**config.mk**
```make
export PLATFORM = sky130hd
export DESIGN_NAME = mgt_01_fp_round_unit
export DESIGN_NICKNAME = d
export VERILOG_FILES = /design/src/rtl/mgt_01_fp_round_unit_pkg.sv /design/src/rtl/mgt_01_round_incr.sv /design/src/rtl/mgt_01_fp_round_unit.sv
export SDC_FILE = /design/constraint.sdc
export NUM_CORES = 1
export LEC_CHECK = 0
export CAP_MARGIN = 10
export CORE_ASPECT_RATIO = 2
export CORE_MARGIN = 3
export CORE_UTILIZATION = 53
export CTS_BUF_LIST = sky130_fd_sc_hd__clkbuf_4 sky130_fd_sc_hd__clkbuf_8
export DETAILED_ROUTE_END_ITERATION = 12
export PLACE_DENSITY = 0.84
export SYNTH_ARGS = -nofsm -noshare
export SYNTH_HDL_FRONTEND = slang
export SYNTH_HIERARCHICAL = 1
export SYNTH_SLANG_ARGS = --single-unit
```
**constraint.sdc**
```tcl
create_clock -name clk_i -period 3.17 [get_ports clk_i]
set_clock_uncertainty 0.15 [all_clocks]
set_input_delay 0.7925 -clock clk_i [delete_from_list [all_inputs] [get_ports clk_i]]
set_output_delay 0.7925 -clock clk_i [all_outputs]
set_load 0.01 [all_outputs]
```
**src/rtl/mgt_01_fp_round_unit_pkg.sv**
```systemverilog
// rtl/mgt_01_fp_round_unit_pkg.sv - shared types and constants for the FP rounding stage
package mgt_01_fp_round_unit_pkg;

  typedef struct packed {
    logic        sign;
    logic [7:0]  exponent;
    logic [22:0] mantissa;
  } float_t;

  typedef enum logic [2:0] {
    RNE = 3'd0,
    RTZ = 3'd1,
    RDN = 3'd2,
    RUP = 3'd3,
    RMM = 3'd4
  } rnd_mode_t;

  typedef struct packed {
    logic nv;
    logic dz;
    logic of;
    logic uf;
    logic nx;
  } fflags_t;

  localparam logic [31:0] CANO_NAN   = 32'h7FC0_0000;
  localparam logic [31:0] P_INFTY    = 32'h7F80_0000;
  localparam logic [31:0] N_INFTY    = 32'hFF80_0000;
  localparam logic [30:0] MAX_FINITE = 31'h7F7F_FFFF;

  // Magnitude of a signed overflow result: infinity when rounding away, else max finite.
  function automatic logic [31:0] ovf_result(input logic sign, input logic to_inf);
    if (to_inf) begin
      return sign ? N_INFTY : P_INFTY;
    end
    return {sign, MAX_FINITE};
  endfunction

endpackage

```
**src/rtl/mgt_01_round_incr.sv**
```systemverilog
// rtl/mgt_01_round_incr.sv - combinational increment decision for one rounding mode
module mgt_01_round_incr
  import mgt_01_fp_round_unit_pkg::*;
(
  input  logic       sign,
  input  logic       lsb,
  input  logic [2:0] grs,
  input  logic [2:0] mode,
  output logic       increment,
  output logic       inexact,
  output logic       bad_mode
);

  logic guard_bit;
  logic round_bit;
  logic sticky_bit;

  assign guard_bit  = grs[2];
  assign round_bit  = grs[1];
  assign sticky_bit = grs[0];

  // Decide whether the truncated mantissa must be bumped by one ulp; reserved modes fall back to RNE.
  always_comb begin
    increment = 1'b0;
    inexact   = guard_bit | round_bit | sticky_bit;
    bad_mode  = (mode > 3'd4);
    case (rnd_mode_t'(mode))
      RTZ:     increment = 1'b0;
      RDN:     increment = sign & inexact;
      RUP:     increment = ~sign & inexact;
      RMM:     increment = guard_bit;
      default: increment = guard_bit & (round_bit | sticky_bit | lsb);
    endcase
  end

endmodule

```
**src/rtl/mgt_01_fp_round_unit.sv**
```systemverilog
// rtl/mgt_01_fp_round_unit.sv - two-stage IEEE-754 single rounding stage; optional MGT_FP_FFLAGS_ACC_EN flag accumulator
module mgt_01_fp_round_unit
  import mgt_01_fp_round_unit_pkg::*;
#(
  parameter logic [31:0] CANON_NAN_VAL = CANO_NAN
) (
  input  logic        clk_i,
  input  logic        rst_n_i,
  input  logic        clk_en_i,
  input  logic        valid_i,
  output logic        ready_o,
  input  logic [31:0] to_round_unit_i,
  input  logic [2:0]  round_bits_i,
  input  logic [2:0]  rounding_mode_i,
  input  logic        invalid_op_i,
  input  logic        overflow_i,
  input  logic        underflow_i,
`ifdef MGT_FP_FFLAGS_ACC_EN
  input  logic        fflags_clear_i,
  output logic [4:0]  fflags_o,
`endif
  output logic        valid_o,
  input  logic        ready_i,
  output logic [31:0] result_o,
  output logic        invalid_o,
  output logic        overflow_o,
  output logic        underflow_o,
  output logic        inexact_o
);

  // Pipeline control
  logic s1_valid;
  logic s2_valid;
  logic s1_advance;
  logic s2_load;

  // Stage 1 state
  float_t    s1_op;
  rnd_mode_t s1_mode;
  logic      s1_inc;
  logic      s1_inx;
  logic      s1_bad;
  logic      s1_inv;
  logic      s1_ovf;
  logic      s1_unf;

  // Stage 1 combinational decision
  logic in_inc;
  logic in_inx;
  logic in_bad;

  // Stage 2 combinational result
  logic [30:0] rnd_mag;
  logic        is_special;
  logic        is_nan;
  logic        ovf_hit;
  logic        to_inf;
  logic [31:0] nxt_result;
  logic        nxt_inexact;

  assign s1_advance = ~s2_valid | ready_i;
  assign ready_o    = clk_en_i & (~s1_valid | s1_advance);
  assign s2_load    = clk_en_i & s1_advance;
  assign valid_o    = s2_valid;

  mgt_01_round_incr u_round_incr (
    .sign      (to_round_unit_i[31]),
    .lsb       (to_round_unit_i[0]),
    .grs       (round_bits_i),
    .mode      (rounding_mode_i),
    .increment (in_inc),
    .inexact   (in_inx),
    .bad_mode  (in_bad)
  );

  // Stage 1: capture operand, effective mode, upstream flags and the increment decision.
  always_ff @(posedge clk_i or negedge rst_n_i) begin
    if (!rst_n_i) begin
      s1_valid <= 1'b0;
      s1_op    <= '0;
      s1_mode  <= RNE;
      s1_inc   <= 1'b0;
      s1_inx   <= 1'b0;
      s1_bad   <= 1'b0;
      s1_inv   <= 1'b0;
      s1_ovf   <= 1'b0;
      s1_unf   <= 1'b0;
    end else if (ready_o) begin
      s1_valid <= valid_i;
      if (valid_i) begin
        s1_op    <= to_round_unit_i;
        s1_mode  <= in_bad ? RNE : rnd_mode_t'(rounding_mode_i);
        s1_inc   <= in_inc;
        s1_inx   <= in_inx;
        s1_bad   <= in_bad;
        s1_inv   <= invalid_op_i;
        s1_ovf   <= overflow_i;
        s1_unf   <= underflow_i;
      end
    end
  end

  // The mantissa increment ripples into the exponent, which covers both mantissa carry-out and subnormal promotion.
  assign rnd_mag    = s1_op[30:0] + {30'd0, s1_inc};
  assign is_special = (s1_op.exponent == 8'hFF);
  assign is_nan     = is_special & (s1_op.mantissa != 23'd0);
  assign ovf_hit    = ~is_special & ((rnd_mag[30:23] == 8'hFF) | s1_ovf);

  // Stage 2 combinational: choose the final encoding and the inexact flag.
  always_comb begin
    to_inf      = 1'b0;
    nxt_result  = {s1_op.sign, rnd_mag};
    nxt_inexact = s1_inx;
    case (s1_mode)
      RTZ:     to_inf = 1'b0;
      RDN:     to_inf = s1_op.sign;
      RUP:     to_inf = ~s1_op.sign;
      default: to_inf = 1'b1;
    endcase
    if (is_special) begin
      nxt_result  = is_nan ? CANON_NAN_VAL : s1_op;
      nxt_inexact = 1'b0;
    end else if (ovf_hit) begin
      nxt_result  = ovf_result(s1_op.sign, to_inf);
      nxt_inexact = 1'b1;
    end
  end

  // Stage 2: output register; holds while the downstream stalls or the clock enable is low.
  always_ff @(posedge clk_i or negedge rst_n_i) begin
    if (!rst_n_i) begin
      s2_valid    <= 1'b0;
      result_o    <= '0;
      invalid_o   <= 1'b0;
      overflow_o  <= 1'b0;
      underflow_o <= 1'b0;
      inexact_o   <= 1'b0;
    end else if (s2_load) begin
      s2_valid <= s1_valid;
      if (s1_valid) begin
        result_o    <= nxt_result;
        invalid_o   <= s1_inv | s1_bad;
        overflow_o  <= ovf_hit;
        underflow_o <= s1_unf & nxt_inexact;
        inexact_o   <= nxt_inexact;
      end
    end
  end

`ifdef MGT_FP_FFLAGS_ACC_EN
  fflags_t acc_flags;

  // Sticky accumulation of flags on each beat taken downstream; clear wins over a same-cycle set.
  always_ff @(posedge clk_i or negedge rst_n_i) begin
    if (!rst_n_i) begin
      acc_flags <= '0;
    end else if (clk_en_i) begin
      if (fflags_clear_i) begin
        acc_flags <= '0;
      end else if (s2_valid & ready_i) begin
        acc_flags.nv <= acc_flags.nv | invalid_o;
        acc_flags.dz <= 1'b0;
        acc_flags.of <= acc_flags.of | overflow_o;
        acc_flags.uf <= acc_flags.uf | underflow_o;
        acc_flags.nx <= acc_flags.nx | inexact_o;
      end
    end
  end

  assign fflags_o = acc_flags;
`endif

endmodule

```
### Word-level counts from Yosys, hierarchy flattened

Cells that the tools add are included.

| storage, ports and cells | value |
|---|---|
| input port bits | 46 |
| register bits | 79 |
| output and inout bits | 38 |

| operators by class | value |
|---|---|
| add/subtract/negate cells | 1 |
| muxes and demuxes | 14 |
| bitwise gates (word level) | 21 |
| equality and inequality tests | 9 |
| magnitude comparators | 1 |
| reduce and logical (&&, ||, !) cells | 3 |

Operators by type and width:

| cell | number |
|---|---|
| $mux 32 | 6 |
| $add 31x1->31 | 1 |
| $reduce_bool 23->1 | 1 |
| $eq 8x8->1 const B | 2 |
| $eq 3x2->1 const B | 4 |
| $and 1x1->1 | 8 |
| $or 1x1->1 | 8 |
| $eq 3x1->1 const B | 2 |
| $mux 1 | 5 |
| $not 1->1 | 5 |
| $pmux 1 s4 | 1 |
| $reduce_and 2->1 | 2 |
| $eq 3x3->1 const B | 1 |
| $gt 3x3->1 const B | 1 |
| $mux 3 | 1 |
| $pmux 1 s3 | 1 |

### Longest topological paths before layout

Gate-level depths: netlist of run 1.

| depth | value |
|---|---|
| depth after elaboration | 9 |
| depth in mapped cells | 11 |

### Hierarchy

Netlist of run 1, hierarchy kept.

Modules (own cells, without submodules):

| module | cells an instance | times used | area an instance (um^2) | sequential area each (um^2) |
|---|---|---|---|---|
| mgt_01_fp_round_unit | 349 | 1 | 3871.2 | 1976.9 |
| mgt_01_round_incr | 9 | 1 | 80.1 | 0.0 |

### Least setup slack after synthesis of run 1

OpenSTA, ideal clock, no wires.

| timing path | value |
|---|---|
| kind | register to register |
| start | reg s1_op[0] in the netlist's numbering |
| end | reg result_o[10] |
| arrival time | 2.458 ns |
| slack | 0.434 ns |
| clock period less this slack | 2.736 ns |
| buffers on the path | 2 |
| library setup time | 0.128 ns |
| cell stages (with the launch flop) | 12 |
| cells stage by stage | dfrtp_1 > ha_1 > nand4_1 > or4_1 > buf_2 > nor3_4 > or3_1 > o211ai_2 > a21o_4 > a21oi_4 > buf_4 > a211oi_2 |

| on the way | value |
|---|---|
| word-level cells in the longest chain between the ends | 6 |
| elaborated cells between the ends (all ways) | 9 |
| classes of those cells | add/sub: 1; eq/ne: 1; mux: 3; bitwise: 3; reduce/logical: 1 |

Ends and longest elaborated chain:

| element | RTL line | RTL |
|---|---|---|
| start: declaration | mgt_01_fp_round_unit.sv:38 | `float_t s1_op;` |
| start signal: assignment | mgt_01_fp_round_unit.sv:91 | `s1_op <= to_round_unit_i;` |
| $add 31x1->31 | mgt_01_fp_round_unit.sv:104 | `assign rnd_mag = s1_op[30:0] + {30'd0, s1_inc};` |
| $eq 8x8->1 | mgt_01_fp_round_unit.sv:107 | `assign ovf_hit = ~is_special & ((rnd_mag[30:23] == 8'hFF) \| s1_ovf);` |
| $or 1x1->1 | mgt_01_fp_round_unit.sv:107 |  |
| $and 1x1->1 | mgt_01_fp_round_unit.sv:107 |  |
| $mux 32 | mgt_01_fp_round_unit.sv:123 | `end else if (ovf_hit) begin` |
| $mux 32 (*) | mgt_01_fp_round_unit.sv:120 | `if (is_special) begin` |
| end signal: assignment | mgt_01_fp_round_unit.sv:141 | `result_o <= nxt_result;` |
| end: declaration | mgt_01_fp_round_unit.sv:24 | `output logic [31:0] result_o,` |

Every way passes the cells marked *; elsewhere a longest branch is shown, timed or not.
A chain may end at the register's enable or synchronous reset.

### Final worst setup path of run 1

| timing path | value |
|---|---|
| start | in ready_i |
| end | out ready_o |

| on the way | value |
|---|---|
| word-level cells in the longest chain between the ends | 3 |

Ends and longest elaborated chain:

| element | RTL line | RTL |
|---|---|---|
| start: declaration | mgt_01_fp_round_unit.sv:23 | `input logic ready_i,` |
| $or 1x1->1 | mgt_01_fp_round_unit.sv:61 | `assign s1_advance = ~s2_valid \| ready_i;` |
| $or 1x1->1 | mgt_01_fp_round_unit.sv:62 | `assign ready_o = clk_en_i & (~s1_valid \| s1_advance);` |
| $and 1x1->1 | mgt_01_fp_round_unit.sv:62 |  |
| end: declaration | mgt_01_fp_round_unit.sv:11 | `output logic ready_o,` |

No other way between the ends.

==> results.yml, run 1 <==
pwr:
  leakage_nw: 2.09
  power.density_nw_per_um2: 665
  ir_drop_v: 0.000387
sta:
  drv_slew: 0
  fin_tns_setup_ns: 0
  worstMarginPinSlew_ns: 0.966
  hold_viol: 0
  fin_ws_ns: 0.0944
  max_clock_freq_mhz: 325
  whs_ns: 0.338
  rsz0062_at_grt: "false"
  slew_headroom: 0.356
  period_needed_ns: 3.08
  setup_viol: 0
  fin_crit_sh: 0.970
worst_setup_path:
  path_cells: "clkdlybuf4s50_1 > nand2b_1 > o21a_1 > clkdlybuf4s50_1"
  cp-startpoint: "ready_i"
  crit_end: "ready_o"
  r2r_start: "s1_op[0]"
  cp_common_cell: "clkdlybuf4s50_1"
  crit_path_start_kind: "input port"
  crit_path_end_kind: "primary output"
  cpPeakStageDelay_ns: 0.54
  cp.required_ns: 2.23
  worst-setup-path-type: "input port to primary output"
  regToRegSetupSlack_ns: 0.20
  worst_ep_arrival_time_ns: 2.13
  reg2reg_depth: 9
  critical-path-slowest-cell: "clkdlybuf4s50_1"
  path_max_fanout: 4
  r2r-end: "result_o[1]"
floorplanning:
  boundaryPins: 84
  fp.dieW_um: 67.1
  initial_utilization: 0.556
  die_h_um: 128
  dieArea_um2: 8590
  rows: 43
  core_area_um2: 7100
placement:
  gp_congestion: 0.885
  hpwlAfterDp_um: 7250
  io_buffers: 83
  pre_cts_slack_ns: 0.0634
clock_network:
  cts.sink_count: 79
  cts_tree: "built"
  htree_num_levels: 3
  hold_buffers: 0
  clk_latency_ns: 0.35
  path_clk_slew_ns: 0.07
  clockBufferDepth: 2
  cts-buffers-inserted: 9
  cts_root_buffer: "clkbuf_8"
synthesis:
  yosysTopAreaCell: "dfrtp_1"
  yosysMostFrequentCell: "dfrtp_1"
  ys_types: 50
  yosys_warnings: 6
  netlist_top_cells_area: "dfrtp_1 50%, mux2_2 11%, nor2_1 4.0%"
  ys_seq_area_frac: 0.500
  synth.top_cells.by_count: "79 x dfrtp_1, 42 x nor2_1, 38 x mux2_2, 28 x nand2_1, 18 x xor2_1"
  synthArstFlopShare: 1.00
  syn_nets: 406
  synth_flop_cell: "dfrtp_1"
  ys_ff_latch: 79
  synth-edff-count: 0
  synth_top_area_frac: 0.500
  postSynthAreaPerCell_um2: 11.0
  synth_area_um2: 3950
  syn_inst: 358
routing:
  drt_pass1_iterations: 4
  vias: 3174
  viasPerCell: 5.74
  ant_nets: 0
  drcViolationCount: 0
  drtIter0Drc: 208
  drt_wl_total_um: 9760
  post_drt_wl_per_cell_um: 17.7
final_layout:
  drive_above_1_share: 0.212
  nNetsFinal: 506
  fill_cells: 513
  area_growth_pct: 31.3
  diodes: 0
  fin_util: 0.731
min_path:
  hold_path.class: "flip-flop to flip-flop"
grt:
  grt_pass1_vias: 3400
  grt_usage: 0.249
  grt_pass1_wl_um: 16100
  antenna_found_initial: 0
  grt_max_degree: 80
  grt-ovfl-total: 0
flow_run:
  maxCapViolCount: 0
outcome:
  status: "finished clean"
==> worst min path at each step <==
| stage | cells past startpoint | startpoint | to |
|---|---|---|---|
| finish | 2 | invalid_o | invalid_o |
| global route | 2 | invalid_o | invalid_o |
| CTS | 2 | invalid_o | invalid_o |
| detailed placement | 2 | invalid_o | invalid_o |
| global placement | 2 | invalid_o | invalid_o |
| floorplan | 2 | s1_mode[1] | s1_mode[1] |
==> through the flow <==
stage / instances / area [um2] / total power (W)
after CTS: 551 / 5160 / 0.00347
after global placement: 535 / 4970 / 0.00271
after detailed placement: 535 / 4970 / 0.00276
after floorplan: 358 / 3950 / 0.00210
after global routing: 553 / 5190 / 0.00365
final: 553 / 5190 / 0.00345
==> report_power, final <==
part	internal [W]	total, W	switching (W)
Sequential	0.00130	0.00154	0.000249
Combinational	0.000689	0.00120	0.000513
Clock	0.000372	0.000704	0.000332
==> area by class of cell <==
type                            count  area, um2  share of cell area
Multi-Input combinational cell    259       1900               0.366
Sequential cell                    79       1980               0.381
Clock buffer                       16        189              0.0364
Inverter                            7       26.3             0.00506
Tap cell                           90        113              0.0217
Timing Repair Buffer              102        983               0.189
==> timing repair <==
action	4_1_cts	5_1_grt
buffers inserted	0	2
endpoints found under the setup margin	0	18
gates resized for setup	0	3
==> placed cells by master, fill, tap and decap left out, types with 3 or more instances in the layout <==
cell             Yosys  layout
nor4_1               6       5
nand3_1             13      12
nand2_1             28      28
dfrtp_1             79      79
a211oi_2            10      10
buf_4                1      19
and2_1               3       3
or3_1                3       3
a211oi_1             6       6
xor2_1              18      18
a22o_1               4       4
a21oi_1              8       8
clkdlybuf4s50_1      0      82
o211ai_1             6       6
mux2_2              38      38
nor3_1               5       4
nor2_1              42      42
nand2b_1             6       6
nor2b_1              3       3
and3_1               4       4
o21ai_0              7       7
clkbuf_4             0       5
inv_1                7       7
clkbuf_8             0      11
xnor2_1             13      13
nand4_1             10      10
==> state kept, by name (all words and copies together), names as in the netlist <==
signal and cells:
overflow_o 1, underflow_o 1, s1_inv 1, inexact_o 1, s1_op 32, s1_valid 1, invalid_o 1, result_o 32
s1_mode 3, s1_inx 1, s1_inc 1, s1_ovf 1, s1_bad 1, s1_unf 1, valid_o 1
==> worst max-delay path: cells and delay by family <==
| kind | cells | cell delay, ns |
|---|---|---|
| AOI/OAI and AO/OA | 1 | 0.15 |
| buffers and inverters | 2 | 1.02 |
| and+or+nand+nor | 1 | 0.17 |
==> layer usage <==
| layer | GRT usage | routed length [um] | share of wire |
|---|---|---|---|
| met1 | 0.268 | 3490 | 0.36 |
| met2 | 0.448 | 5530 | 0.57 |
| met3 | 0.0263 | 343 | 0.035 |
| met4 | 0.148 | 400 | 0.041 |
| met5 | 0 | 0 | 0 |
==> cells by family after synthesis <==
| family | after synthesis | share of synthesized area |
|---|---|---|
| mux | 38 | 0.108 |
| compound gates | 55 | 0.121 |
| xor+xnor | 31 | 0.0687 |
| flops | 79 | 0.500 |
| simple gates | 133 | 0.173 |
| buf+inv | 20 | 0.0225 |
| fa+ha+maj | 2 | 0.00633 |
Power figures use the tool's default switching activity.
==> inputs of run 2 (changes only) <==
--- a/config.mk
+++ b/config.mk
@@ -5,10 +5,11 @@
 export SDC_FILE = /design/constraint.sdc
 export NUM_CORES = 1
 export LEC_CHECK = 0
-export CAP_MARGIN = 10
+export ABC_AREA = 1
+export CAP_MARGIN = 20
 export CORE_ASPECT_RATIO = 2
-export CORE_MARGIN = 3
-export CORE_UTILIZATION = 53
+export CORE_MARGIN = 2
+export CORE_UTILIZATION = 54
 export CTS_BUF_LIST = sky130_fd_sc_hd__clkbuf_4 sky130_fd_sc_hd__clkbuf_8
 export DETAILED_ROUTE_END_ITERATION = 12
 export PLACE_DENSITY = 0.84
==> run 2 against run 1 <==
Compared with the run above: synthesized cell count up 66%; first-iteration DRC count grew 32%; area after synthesis is 11% higher; total power fell by 2.3%; clock-buffer cell count down 6; highest routed layer unchanged; via count up 26%.
==> results.yml, run 2 <==
clock_network:
  htree_num_levels: 3
  post_cts_buffers: 0
  clk_latency_ns: 0.37
  cts_tree: "built"
  cts.sink_count: 79
  clockBufferDepth: 2
  cts_resized: 0
  path_clk_slew_ns: 0.08
  cts_root_buffer: "clkbuf_8"
  hold_buffers: 0
  cts-buffers-inserted: 9
final_layout:
  fill_cells: 708
  multiInputGateArea_um2: 2120
  top_regs: "result_o x32, s1_op x32, s1_mode x3"
  diodes: 0
  area_growth_pct: 25.5
  seq_area_um2: 1980
  layout_commonest_cell: "nand2_1"
  fin_util: 0.699
  nNetsFinal: 721
  design_area_um2: 5510
  drive_above_1_share: 0.0988
  layout_common_cells: "233 x nand2_1, 82 x clkdlybuf4s50_1, 79 x dfrtp_1"
sta:
  fin_tns_setup_ns: 0
  max_clock_freq_mhz: 336
  drv_slew: 0
  slew_headroom: 0.497
  fin_crit_sh: 0.938
  fin_ws_ns: 0.197
  period_needed_ns: 2.97
  hold_viol: 0
  setup_viol: 0
  rsz0062_at_grt: "false"
  worstMarginPinSlew_ns: 0.754
routing:
  post_drt_wl_per_cell_um: 14.5
  viasPerCell: 5.16
  drcViolationCount: 0
  drtIter0Drc: 274
  drt_pass1_iterations: 4
  ant_nets: 0
  vias: 3995
  drt_wl_total_um: 11200
worst_setup_path:
  regToRegSetupSlack_ns: 0.31
  worst_ep_arrival_time_ns: 2.03
  critical-path-slowest-cell: "clkdlybuf4s50_1"
  worst-setup-path-type: "input port to primary output"
  crit_path_start_kind: "input port"
  path_cells: "clkdlybuf4s50_1 > inv_1 > nand3_1 > nand2_1 > inv_1 > clkdlybuf4s50_1"
  cp.required_ns: 2.23
  crit_buf_inv: 4
  path_delay_family: "buffers and inverters"
  path_max_fanout: 3
  cpPeakStageDelay_ns: 0.53
  crit_path_end_kind: "primary output"
placement:
  placed_cell_area_um2: 5290
  pre_cts_slack_ns: 0.203
  io_buffers: 83
  gp_congestion: 0.866
  hpwlAfterDp_um: 8650
synthesis:
  synth_area_um2: 4390
  yosysTopAreaCell: "dfrtp_1"
  synth.top_cells.by_count: "233 x nand2_1, 79 x dfrtp_1, 50 x inv_1, 41 x nor2_1, 35 x nand3_1"
  netlist_top_cells_area: "dfrtp_1 45%, nand2_1 20%, inv_1 4.3%"
  ys_ff_latch: 79
  synth_top_area_frac: 0.450
  yosysMostFrequentCell: "nand2_1"
  synth-edff-count: 0
  ys_seq_area_frac: 0.450
  ys_types: 36
  synthArstFlopShare: 1.00
  syn_nets: 641
  syn_inst: 593
  postSynthAreaPerCell_um2: 7.41
  yosys_warnings: 6
  synth_flop_cell: "dfrtp_1"
pwr:
  power_frac_seq: 0.433
  leakage_nw: 2.65
  switching_share: 0.333
  power.density_nw_per_um2: 611
  p_int_w: 0.00225
  pwr-share-clk: 0.221
  ir_drop_v: 0.000432
  p_total_w: 0.00337
  p_sw_w: 0.00112
  p_comb_frac: 0.346
grt:
  grt_max_degree: 80
  grt_usage: 0.275
  grt_pass1_vias: 3952
  grt_pass1_wl_um: 18700
  grt-ovfl-total: 0
  antenna_found_initial: 0
floorplanning:
  rows: 46
  dieArea_um2: 8920
  initial_utilization: 0.557
  core_area_um2: 7890
  die_h_um: 132
  boundaryPins: 84
  fp.dieW_um: 67.8
min_path:
  hold_path.class: "input port to async pin"
flow_run:
  maxCapViolCount: 0
outcome:
  status: "finished clean"
-- run 2: cell types whose count changed after synthesis, moves of 6 or more --
cell and delta:
nand2_1 +205, inv_1 +43, mux2_2 -38, nand3_1 +22
o21ai_0 +19, or2_2 +17, a211oi_2 -10, nor2_2 +9
nand4_1 +8, xnor2_1 -8, clkbuf_1 +7, a211oi_1 -6
nand2b_1 -6, o211ai_1 -6
-- run 2: cell type report --
cell class | instances | share of cell area
flip-flops and latches | 79 | 0.359
repair buffers | 91 | 0.165
multi-input cells | 440 | 0.384
clock buffers | 10 | 0.0238
inverters | 52 | 0.0354
clock inverters | 6 | 0.0111
well taps | 96 | 0.0218
-- run 2: worst paths after layout --
check / end / cells past startpoint / from
min: s1_mode[1] / 1 / rst_n_i
max reg2reg: result_o[3] / 16 / s1_op[0]
min reg2reg: overflow_o / 2 / overflow_o
min in group clk_i: overflow_o / 2 / overflow_o
max: ready_o / 6 / ready_i
max in group asynchronous: s1_unf / 2 / rst_n_i
-- run 2: worst register-to-register path, cell delays in order (launching register included) --
cell and delay (ns):
dfrtp_1 0.38, ha_1 0.19, ha_1 0.19, nand2_1 0.10
nor2_4 0.13, nand2_1 0.13, nor2_2 0.23, nand3_1 0.15
nand2_1 0.09, nand2_1 0.06, nor2_2 0.15, nand2_4 0.11
nand2_8 0.13, nand3_4 0.25, o21ai_0 0.21, nand2_1 0.08
nand2_1 0.07
-- run 2: logic make-up (layout without fill, tap and decap cells) --
group | Yosys count | count (layout) | share of synthesized area
and+or+nand+nor | 380 | 380 | 0.389
AOI/OAI and AO/OA | 37 | 37 | 0.0459
adders and majority gates | 2 | 2 | 0.00570
DFF | 79 | 79 | 0.450
buffers and inverters | 74 | 159 | 0.0678
xor gates and xnor gates | 21 | 21 | 0.0419
-- run 2: power groups by stage --
stage | combinational (W) | sequential, W | clock (W)
final | 0.00117 | 0.00146 | 0.000745
after detailed placement | 0.00116 | 0.00148 | 0
after global routing | 0.00130 | 0.00149 | 0.000797
after floorplan | 0.000522 | 0.00152 | 0
after CTS | 0.00117 | 0.00146 | 0.000758
after global placement | 0.00113 | 0.00147 | 0
-- run 2: routing by layer --
metal / track usage / part of all wire / vias up / wire [um]
met1: 0.330 / 0.40 / 1870 / 4420
met2: 0.479 / 0.55 / 92 / 6150
li1: - / - / 2020 / -
met5: 0 / 0 / - / 0
met4: 0.0967 / 0.019 / 0 / 217
met3: 0.0454 / 0.035 / 13 / 390
-- run 2: metrics by stage --
step | hold slack, ns | cells
CTS | 0.336 | 773
global route | 0.0568 | 774
floorplan | 0.294 | 593
finish | 0.0676 | 774
global placement | 0.312 | 757
detailed placement | 0.315 | 757
